## src/rtl/tmds_decoder_if.sv

```systemverilog
// TMDS decoder channel bus: one deserialized word in, decoded symbol and
// alignment status out. The optional lock-loss counter appears only when
// TMDS_DECODER_LOSSCNT_EN is defined.
interface tmds_decoder_if;
  logic [9:0] i_raw;
  logic [7:0] o_data;
  logic [1:0] o_ctrl;
  logic       o_display_enable;
  logic       o_locked;
  logic [3:0] o_offset;
`ifdef TMDS_DECODER_LOSSCNT_EN
  logic [15:0] o_lock_loss_cnt;
`endif

  // Deserializer side: supplies raw words, observes decoded results.
  modport master (
    output i_raw,
    input  o_data,
    input  o_ctrl,
    input  o_display_enable,
    input  o_locked,
`ifdef TMDS_DECODER_LOSSCNT_EN
    input  o_lock_loss_cnt,
`endif
    input  o_offset
  );

  // Decoder side.
  modport slave (
    input  i_raw,
    output o_data,
    output o_ctrl,
    output o_display_enable,
    output o_locked,
`ifdef TMDS_DECODER_LOSSCNT_EN
    output o_lock_loss_cnt,
`endif
    output o_offset
  );
endinterface

```

## src/rtl/tmds_decoder.sv

```systemverilog
// TMDS single-channel receive decoder (DVI mode).
// Finds the 10-bit symbol boundary by bit-slipping until a run of control
// tokens is seen, then decodes symbols into pixel byte / control / DE.
// Optional macro TMDS_DECODER_LOSSCNT_EN adds a saturating lock-loss counter.
module tmds_decoder #(
  parameter int CTRL_RUN     = 8,
  parameter int SEARCH_WORDS = 2048,
  parameter int LOSS_WORDS   = 4096
) (
  input  logic          i_hdmi_clk,
  input  logic          i_reset_n,
  tmds_decoder_if.slave bus
);

  localparam int MAX_WORDS = (SEARCH_WORDS > LOSS_WORDS) ? SEARCH_WORDS : LOSS_WORDS;
  localparam int CW        = $clog2(MAX_WORDS);
  localparam int RW        = $clog2(CTRL_RUN + 1);

  localparam logic [CW-1:0] SEARCH_LAST = CW'(SEARCH_WORDS - 1);
  localparam logic [CW-1:0] LOSS_LAST   = CW'(LOSS_WORDS - 1);
  localparam logic [RW-1:0] RUN_LAST    = RW'(CTRL_RUN - 1);

  localparam logic [0:0] ST_SEARCH = 1'b0;
  localparam logic [0:0] ST_LOCKED = 1'b1;

  logic [9:0]    prev_reg;
  logic [18:0]   cat;
  logic [9:0]    cand [10];
  logic [9:0]    win;
  logic [9:0]    w_reg;
  logic          w_valid_reg, w_valid_next;
  logic [0:0]    state_reg, state_next;
  logic [3:0]    offset_reg, offset_next;
  logic [CW-1:0] timer_reg, timer_next;
  logic [CW-1:0] gap_reg, gap_next;
  logic [RW-1:0] run_reg, run_next;
  logic          tok_hit, tok_ok;
  logic [1:0]    tok_ctrl;
  logic [7:0]    dec_d, dec_byte;
  logic [7:0]    data_reg, data_next;
  logic [1:0]    ctrl_reg, ctrl_next;
  logic          de_reg, de_next;

  // The top bit of the newest word can never fall inside a window (max
  // offset 9 reaches bit 18), so it only enters via prev_reg.
  assign cat = {bus.i_raw[8:0], prev_reg};

  // Every candidate alignment, one per bit-slip offset.
  generate
    for (genvar gi = 0; gi < 10; gi++) begin : g_cand
      assign cand[gi] = cat[gi+9:gi];
    end
  endgenerate

  // Select the window for the current offset.
  always_comb begin
    win = cand[0];
    for (int i = 0; i < 10; i++) begin
      if (offset_reg == 4'(i)) win = cand[i];
    end
  end

  // Recognise the four DVI control tokens.
  always_comb begin
    tok_hit  = 1'b1;
    tok_ctrl = 2'b00;
    case (w_reg)
      10'h354: tok_ctrl = 2'b00;
      10'h0AB: tok_ctrl = 2'b01;
      10'h154: tok_ctrl = 2'b10;
      10'h2AB: tok_ctrl = 2'b11;
      default: tok_hit  = 1'b0;
    endcase
  end

  // A word captured across a slip is stale and must not count as a token.
  assign tok_ok = tok_hit & w_valid_reg;

  // Undo the optional inversion, then the XOR/XNOR transition chain.
  assign dec_d       = w_reg[9] ? ~w_reg[7:0] : w_reg[7:0];
  assign dec_byte[0] = dec_d[0];
  generate
    for (genvar gi = 1; gi < 8; gi++) begin : g_dec
      assign dec_byte[gi] = dec_d[gi] ^ dec_d[gi-1] ^ ~w_reg[8];
    end
  endgenerate

  // Alignment search / lock supervision.
  always_comb begin
    state_next   = state_reg;
    offset_next  = offset_reg;
    timer_next   = timer_reg;
    gap_next     = gap_reg;
    run_next     = run_reg;
    w_valid_next = 1'b1;
    case (state_reg)
      ST_SEARCH: begin
        if (tok_ok) begin
          // A token wins over an expiring timer: no slip this cycle.
          if (run_reg == RUN_LAST) begin
            state_next = ST_LOCKED;
            run_next   = '0;
            timer_next = '0;
            gap_next   = '0;
          end else begin
            run_next = run_reg + RW'(1);
            if (timer_reg != SEARCH_LAST) timer_next = timer_reg + CW'(1);
          end
        end else if (timer_reg == SEARCH_LAST) begin
          offset_next  = (offset_reg == 4'd9) ? 4'd0 : offset_reg + 4'd1;
          timer_next   = '0;
          run_next     = '0;
          w_valid_next = 1'b0;
        end else begin
          timer_next = timer_reg + CW'(1);
          run_next   = '0;
        end
      end
      default: begin
        // A token on the expiry cycle keeps the lock.
        if (tok_ok) begin
          gap_next = '0;
        end else if (gap_reg == LOSS_LAST) begin
          state_next = ST_SEARCH;
          gap_next   = '0;
          run_next   = '0;
          timer_next = '0;
        end else begin
          gap_next = gap_reg + CW'(1);
        end
      end
    endcase
  end

  // Output stage follows the post-transition lock state so outputs and
  // o_locked change together.
  always_comb begin
    data_next = '0;
    ctrl_next = '0;
    de_next   = 1'b0;
    if (state_next == ST_LOCKED) begin
      if (tok_ok) begin
        ctrl_next = tok_ctrl;
      end else begin
        de_next   = 1'b1;
        data_next = dec_byte;
        ctrl_next = ctrl_reg;
      end
    end
  end

  // Alignment front end: previous word and stage-1 window.
  always_ff @(posedge i_hdmi_clk or negedge i_reset_n) begin
    if (!i_reset_n) begin
      prev_reg    <= '0;
      w_reg       <= '0;
      w_valid_reg <= 1'b0;
    end else begin
      prev_reg    <= bus.i_raw;
      w_reg       <= win;
      w_valid_reg <= w_valid_next;
    end
  end

  // FSM state, offset and counters.
  always_ff @(posedge i_hdmi_clk or negedge i_reset_n) begin
    if (!i_reset_n) begin
      state_reg  <= ST_SEARCH;
      offset_reg <= '0;
      timer_reg  <= '0;
      gap_reg    <= '0;
      run_reg    <= '0;
    end else begin
      state_reg  <= state_next;
      offset_reg <= offset_next;
      timer_reg  <= timer_next;
      gap_reg    <= gap_next;
      run_reg    <= run_next;
    end
  end

  // Registered decoded outputs.
  always_ff @(posedge i_hdmi_clk or negedge i_reset_n) begin
    if (!i_reset_n) begin
      data_reg <= '0;
      ctrl_reg <= '0;
      de_reg   <= 1'b0;
    end else begin
      data_reg <= data_next;
      ctrl_reg <= ctrl_next;
      de_reg   <= de_next;
    end
  end

  assign bus.o_data           = data_reg;
  assign bus.o_ctrl           = ctrl_reg;
  assign bus.o_display_enable = de_reg;
  assign bus.o_locked         = (state_reg == ST_LOCKED);
  assign bus.o_offset         = offset_reg;

`ifdef TMDS_DECODER_LOSSCNT_EN
  logic        lost;
  logic [15:0] loss_cnt_reg;

  assign lost = (state_reg == ST_LOCKED) && (state_next == ST_SEARCH);

  // Count lock drops, saturating; search slips never touch it.
  always_ff @(posedge i_hdmi_clk or negedge i_reset_n) begin
    if (!i_reset_n) begin
      loss_cnt_reg <= '0;
    end else if (lost && (loss_cnt_reg != 16'hFFFF)) begin
      loss_cnt_reg <= loss_cnt_reg + 16'd1;
    end
  end

  assign bus.o_lock_loss_cnt = loss_cnt_reg;
`endif

endmodule
```

## src/flat_wrapper.sv

```systemverilog
// flat-port wrapper written by rule: the top's interface ports become plain ports
module tmds_decoder_flat 
#(
  parameter int CTRL_RUN     = 8,
  parameter int SEARCH_WORDS = 2048,
  parameter int LOSS_WORDS   = 4096
)
  (i_hdmi_clk, i_reset_n, bus_i_raw, bus_o_data, bus_o_ctrl, bus_o_display_enable, bus_o_locked, bus_o_offset);
  tmds_decoder_if bus_i ();
  input  logic i_hdmi_clk;
  input  logic i_reset_n;
  input wire logic [$bits(bus_i.i_raw)-1:0] bus_i_raw;
  output wire logic [$bits(bus_i.o_data)-1:0] bus_o_data;
  output wire logic [$bits(bus_i.o_ctrl)-1:0] bus_o_ctrl;
  output wire logic [$bits(bus_i.o_display_enable)-1:0] bus_o_display_enable;
  output wire logic [$bits(bus_i.o_locked)-1:0] bus_o_locked;
  output wire logic [$bits(bus_i.o_offset)-1:0] bus_o_offset;
  assign bus_i.i_raw = bus_i_raw;
  assign bus_o_data = bus_i.o_data;
  assign bus_o_ctrl = bus_i.o_ctrl;
  assign bus_o_display_enable = bus_i.o_display_enable;
  assign bus_o_locked = bus_i.o_locked;
  assign bus_o_offset = bus_i.o_offset;
  tmds_decoder #(.CTRL_RUN(CTRL_RUN), .SEARCH_WORDS(SEARCH_WORDS), .LOSS_WORDS(LOSS_WORDS)) u_core (.i_hdmi_clk(i_hdmi_clk), .i_reset_n(i_reset_n), .bus(bus_i));
endmodule
```

## config.mk

```make
export PLATFORM = sky130hd
export DESIGN_NAME = tmds_decoder_flat
export DESIGN_NICKNAME = d
export VERILOG_FILES = /design/src/rtl/tmds_decoder_if.sv /design/src/rtl/tmds_decoder.sv /design/src/flat_wrapper.sv
export SDC_FILE = /design/constraint.sdc
export NUM_CORES = 1
export LEC_CHECK = 0
export CORE_UTILIZATION = 40
export DETAILED_ROUTE_END_ITERATION = 7
export HOLD_SLACK_MARGIN = 0.05
export PLACE_DENSITY = 0.67
export SETUP_SLACK_MARGIN = 0.1
export SYNTH_ARGS = -nofsm -noshare
export SYNTH_HDL_FRONTEND = slang
export SYNTH_SLANG_ARGS = --single-unit
export TNS_END_PERCENT = 100
```

## constraint.sdc

```tcl
create_clock -name i_hdmi_clk -period 5.9 [get_ports i_hdmi_clk]
set_clock_uncertainty 0.15 [all_clocks]
set_input_delay 1.77 -clock i_hdmi_clk [delete_from_list [all_inputs] [get_ports i_hdmi_clk]]
set_output_delay 1.77 -clock i_hdmi_clk [all_outputs]
set_load 0.02 [all_outputs]
```

==> flow_summary.ini, run 1 <==
[floorplanning]
placementRows = 35
die_w_um = 100
start_util = 0.416
dieHeight_um = 100
dieArea_um2 = 10100
design.core.area_um2 = 9280
num_io_pins = 28

[power_and_ir_drop]
power.combinational.fraction = 0.057
switchingPower_uw = 218
vdd_drop_max_v = 0.000127
p_sw_frac = 0.231
power.internal_uw = 724
p_clk_frac = 0.450
p_leak_nw = 1.73
power_density_nw_per_um2 = 213
seq_power_share = 0.493

[run_status]
status = complete, no violations

[global_route]
grt-ovfl-total = 0
grt_pass1_wl_um = 15600
grt_util_all_layers = 0.198
grt_max_degree = 66
grt_pass1_vias = 3058
antenna_found_initial = 0

[clock_network]
cts_sinks = 65
postCtsSetupBuffers = 0
ctsHoldBuffers = 0
cts_buffer_depth = 2
post_cts_resized = 0
clk_pin_slew_ps = 80
htreeDepth = 3
cts_root_buf = clkbuf_8
cts_tree = built
cts_buffers = 9
insertion_delay_ps = 360

[final_layout]
drive_above_1_share = 0.0819
final_nets = 463
finalInstanceArea_um2 = 4410
diodes = 0
areaGrowthSynthToFinish_pct = 14.3
fillerInstances = 919

[synth]
syn-instance-count = 431
synth_top_cell_area_share = 0.421
yosys_warnings = 0
synth_edf_count = 0
async_flop_share = 1.00
ys_ff_latch = 65
synth_ff_type = dfrtp_1
synth_fp_nets = 446
synth-seq-area-share = 0.421
ys_top_cells_by_area = dfrtp_1 (42%), o21ai_0 (5.2%), xnor2_1 (4.3%)
syn_area_per_cell_um2 = 8.96
syn_area_um2 = 3860
yosysTopAreaCell = dfrtp_1
yosys.cell_types.count = 67

[setup_path]
critPathKind = reg2out
slowest_stage = dfrtp_1
critical-path-top-delay-family = flip-flops
cp.arrival_ps = 1860
critPathLaunchType = flop
crit_buf_inv = 1
cp_slowest_stage_delay_ps = 770
critPathRequiredTime_ps = 3980
rr_worst_depth = 6
end_kind = output pin
cp.depth = 1
rrSetupSlack_ps = 2990
path_cells = clkdlybuf4s50_1
cp_max_fo = 23

[sta]
fmax_mhz = 265
period_needed_ps = 3780
setup_viol = 0
period_share = 0.640
finalHoldViolations = 0
slew_headroom = 0.271
holdWs_ps = 352
setup_tns_ps = 0
slew_viol_final = 0
tightest_slew_ps = 1090
rsz0062_at_grt = no

[min_path]
hold_path_class = reg2reg
hold_depth = 1

[drt]
drc_errors = 0
drt-total-wl_um = 9290
drt_pre_antenna_iters = 5
dr_total_vias = 3296
viasPerCell = 5.67
postRouteAntennaNets = 0
drt_iter0_drc = 236
avgRoutedWirePerCell_um = 16.0

[job]
max-cap-violations = 0

[placed_design]
io_buffer_count = 27
dp_hpwl_um = 6370
place_area_um2 = 4200
gp_congestion = 0.872
==> worst paths after layout <==
kind,startpoint,end
worst min register to register,u_core.timer_reg[10]$_DFFE_PN0P_,u_core.timer_reg[10]$_DFFE_PN0P_
worst max register to register,u_core.bus.o_offset[2]$_DFFE_PN0P_,u_core.w_reg[3]$_DFF_PN0_
worst min-delay path,u_core.timer_reg[10]$_DFFE_PN0P_,u_core.timer_reg[10]$_DFFE_PN0P_
worst max-delay path,u_core.bus.o_offset[3]$_DFFE_PN0P_,bus_o_offset[3]
max in group asynchronous,i_reset_n,u_core.bus.o_data[7]$_DFF_PN0_
min in group asynchronous,i_reset_n,u_core.gap_reg[11]$_DFFE_PN0P_
==> power by group through the flow <==
stage	registers, mW	clock network [mW]	logic [mW]
3_3_place_gp	0.472	0	0.0531
5_1_grt	0.465	0.455	0.0603
3_5_place_dp	0.472	0	0.0539
2_1_floorplan	0.468	0	0.0307
4_1_cts	0.464	0.433	0.0541
6_report	0.464	0.424	0.0536
==> per-stage QoR <==
stage | worst slack [ps] | power [mW] | utilization | cells
floorplan | 3180 | 0.498 | - | 431
global placement | 2510 | 0.525 | 0.452 | 566
detailed placement | 2480 | 0.526 | 0.452 | 566
CTS | 2110 | 0.951 | 0.475 | 581
global route | 2010 | 0.980 | 0.475 | 581
finish | 2120 | 0.941 | 0.475 | 581
==> cell usage in the layout (no fill, tap or decap), types with 5 or more instances in the layout <==
cell type,netlist,layout
dfrtp_1,65,65
nor2_1,40,40
o21ai_0,40,40
nand2_1,38,38
a21oi_1,31,31
clkdlybuf4s50_1,0,26
xnor2_1,19,19
nand3_1,15,15
nand2b_1,12,12
nor3_1,10,10
o22ai_1,10,10
clkbuf_8,0,10
mux2i_1,9,9
inv_1,8,8
nand4_1,7,7
o41ai_1,6,6
nor2b_1,5,5
a21o_1,5,5
==> layout make-up <==
type | instances | area (um^2) | share of cell area
clock buffer | 10 | 138 | 0.0312
multi-input combinational | 333 | 2090 | 0.473
tap | 129 | 161 | 0.0366
inverter | 9 | 33.8 | 0.00765
clock inverter | 5 | 80.1 | 0.0181
timing repair buffer | 30 | 288 | 0.0652
sequential | 65 | 1630 | 0.368
==> cells by family (layout without fill, tap and decap cells) <==
family / count (synthesis) / in the layout / synth area share
mux: 12 / 12 / 0.0321
flops: 65 / 65 / 0.421
buf+inv: 33 / 54 / 0.0385
compound gates: 135 / 135 / 0.222
xor+xnor: 22 / 22 / 0.0499
fa+ha+maj: 3 / 3 / 0.00972
simple gates: 161 / 161 / 0.226
==> cells in the mapped netlist (4+ instances only) <==
cell,count
mux2i_1,9
o21ai_0,40
o41ai_1,6
dfrtp_1,65
and3_1,4
a21o_1,5
nand3_1,15
a211oi_1,4
nor2b_1,5
o31ai_1,4
nand2b_1,12
nand4_1,7
nor3_1,10
xnor2_1,19
a31oi_1,4
buf_2,8
nor3b_1,4
clkbuf_1,11
o22ai_1,10
nor2_1,40
nand2_1,38
inv_1,8
a21oi_1,31
==> layer usage <==
| metal | GRT usage | wire length, um | share of wire |
|---|---|---|---|
| met3 | 0.0404 | 442 | 0.048 |
| met1 | 0.282 | 4590 | 0.49 |
| met4 | 0.0680 | 112 | 0.012 |
| met5 | 0 | 0 | 0 |
| met2 | 0.300 | 4140 | 0.45 |
No activity file was read; power rests on OpenSTA's default activity.
==> run 2, diff against run 1 <==
==> constraint.sdc (replaced) <==
create_clock -name i_hdmi_clk -period 3.95 [get_ports i_hdmi_clk]
set_clock_uncertainty 0.15 [all_clocks]
set_input_delay 1.185 -clock i_hdmi_clk [delete_from_list [all_inputs] [get_ports i_hdmi_clk]]
set_output_delay 1.185 -clock i_hdmi_clk [all_outputs]
set_load 0.02 [all_outputs]
==> flow_summary.ini, run 2 (synthesized netlist as in run 1, its figures left out) <==
[drt]
drt_pre_antenna_iters = 5
drc_errors = 0
postRouteAntennaNets = 0
avgRoutedWirePerCell_um = 15.9
wl_met3_um = 605
drt-total-wl_um = 9260
viasPerCell = 5.78
dr.max_layer_used = met4
dr_total_vias = 3362
met1_length_um = 4260
wl_met2_um = 4190
drt_iter0_drc = 213

[floorplanning]
num_io_pins = 28
start_util = 0.416
dieHeight_um = 100
dieArea_um2 = 10100
design.core.area_um2 = 9280
placementRows = 35
die_w_um = 100

[run_status]
status = complete, no violations

[placed_design]
pre_cts_slack_ps = 1090
gp_congestion = 0.901
io_buffer_count = 27
dp_hpwl_um = 6390
post-place-cells = 567

[setup_path]
critical-path-top-delay-family = flip-flops
critPathKind = reg2out
rr_worst_depth = 6
crit_buf_inv = 1
slowest_stage = dfrtp_1
endpoint = bus_o_offset[3]
critPathLaunchType = flop
rr_endpoint = u_core.timer_reg[0]$_DFFE_PN0P_
worstReg2RegStart = u_core.w_reg[5]$_DFF_PN0_
end_kind = output pin
cp.depth = 1
cp.arrival_ps = 1870
cp_max_fo = 23
cp_slowest_stage_delay_ps = 770
rrSetupSlack_ps = 1120
critPathRequiredTime_ps = 2610
path_cells = clkdlybuf4s50_1
worstSetupStartpoint = u_core.bus.o_offset[3]$_DFFE_PN0P_

[min_path]
hold_path_class = reg2reg

[clock_network]
postCtsSetupBuffers = 0
cts_buffers = 9
ctsHoldBuffers = 0
insertion_delay_ps = 360
htreeDepth = 3
cts_root_buf = clkbuf_8
cts_tree = built
clk_pin_slew_ps = 70
cts_sinks = 65
cts_buffer_depth = 2
post_cts_resized = 0

[final_layout]
diodes = 0
fin_cells = 582
final_common_cell = dfrtp_1
areaGrowthSynthToFinish_pct = 13.4
final_nets = 464
mostFrequentLayoutCells = dfrtp_1 (65), nor2_1 (40), o21ai_0 (40)
drive_above_1_share = 0.0795

[global_route]
grt_pass1_vias = 3148
grt_pass1_wl_um = 15600
grt-ovfl-total = 0
grt_max_degree = 66
grt_util_all_layers = 0.199
antenna_found_initial = 0

[sta]
finalWorstSetupSlack_ps = 748
setup_viol = 0
period_share = 0.811
tightest_slew_ps = 1010
slew_viol_final = 0
setup_tns_ps = 0
finalHoldViolations = 0
period_needed_ps = 3200
rsz0062_at_grt = no
fmax_mhz = 312
slew_headroom = 0.326

[power_and_ir_drop]
vdd_drop_max_v = 0.000135
p_leak_nw = 1.73
power_density_nw_per_um2 = 300

[job]
max-cap-violations = 0
-- run 2: worst min path at each step --
stage                                startpoint                                to  slack, ps  cells past startpoint
2_1_floorplan     u_core.run_reg[3]$_DFFE_PN0P_     u_core.run_reg[3]$_DFFE_PN0P_        290                      1
3_3_place_gp      u_core.run_reg[3]$_DFFE_PN0P_     u_core.run_reg[3]$_DFFE_PN0P_        320                      1
3_5_place_dp   u_core.timer_reg[10]$_DFFE_PN0P_  u_core.timer_reg[10]$_DFFE_PN0P_        330                      1
4_1_cts           u_core.run_reg[3]$_DFFE_PN0P_     u_core.run_reg[3]$_DFFE_PN0P_        340                      1
5_1_grt           u_core.run_reg[3]$_DFFE_PN0P_     u_core.run_reg[3]$_DFFE_PN0P_        370                      1
6_report          u_core.run_reg[3]$_DFFE_PN0P_     u_core.run_reg[3]$_DFFE_PN0P_        340                      1
-- run 2: cell type report --
| class | instances | area, um^2 |
|---|---|---|
| clock inverters | 4 | 45.0 |
| fillers | 897 | 4900 |
| inverters | 9 | 33.8 |
| clock buffers | 11 | 131 |
| multi-input cells | 333 | 2090 |
| repair buffers | 31 | 295 |
| well taps | 129 | 161 |
| flip-flops and latches | 65 | 1630 |
-- run 2: metal layers --
layer,track usage,vias to the layer above
li1,-,1621
met1,0.279,1586
met2,0.294,137
met3,0.0494,18
met4,0.0758,0
met5,0,-
-- run 2: stage by stage --
stage	util	hold slack (ps)	power [mW]	instance area, um^2
after floorplan	-	293	0.744	3860
after global placement	0.453	321	0.784	4200
after detailed placement	0.453	333	0.786	4200
after CTS	0.472	344	1.33	4380
after global routing	0.472	369	1.37	4380
final	0.472	345	1.31	4380
-- run 2: where the power goes --
group          total (mW)  switching (mW)  internal (mW)
Clock               0.540           0.255          0.285
Combinational      0.0798          0.0420         0.0378
Sequential          0.694          0.0181          0.676
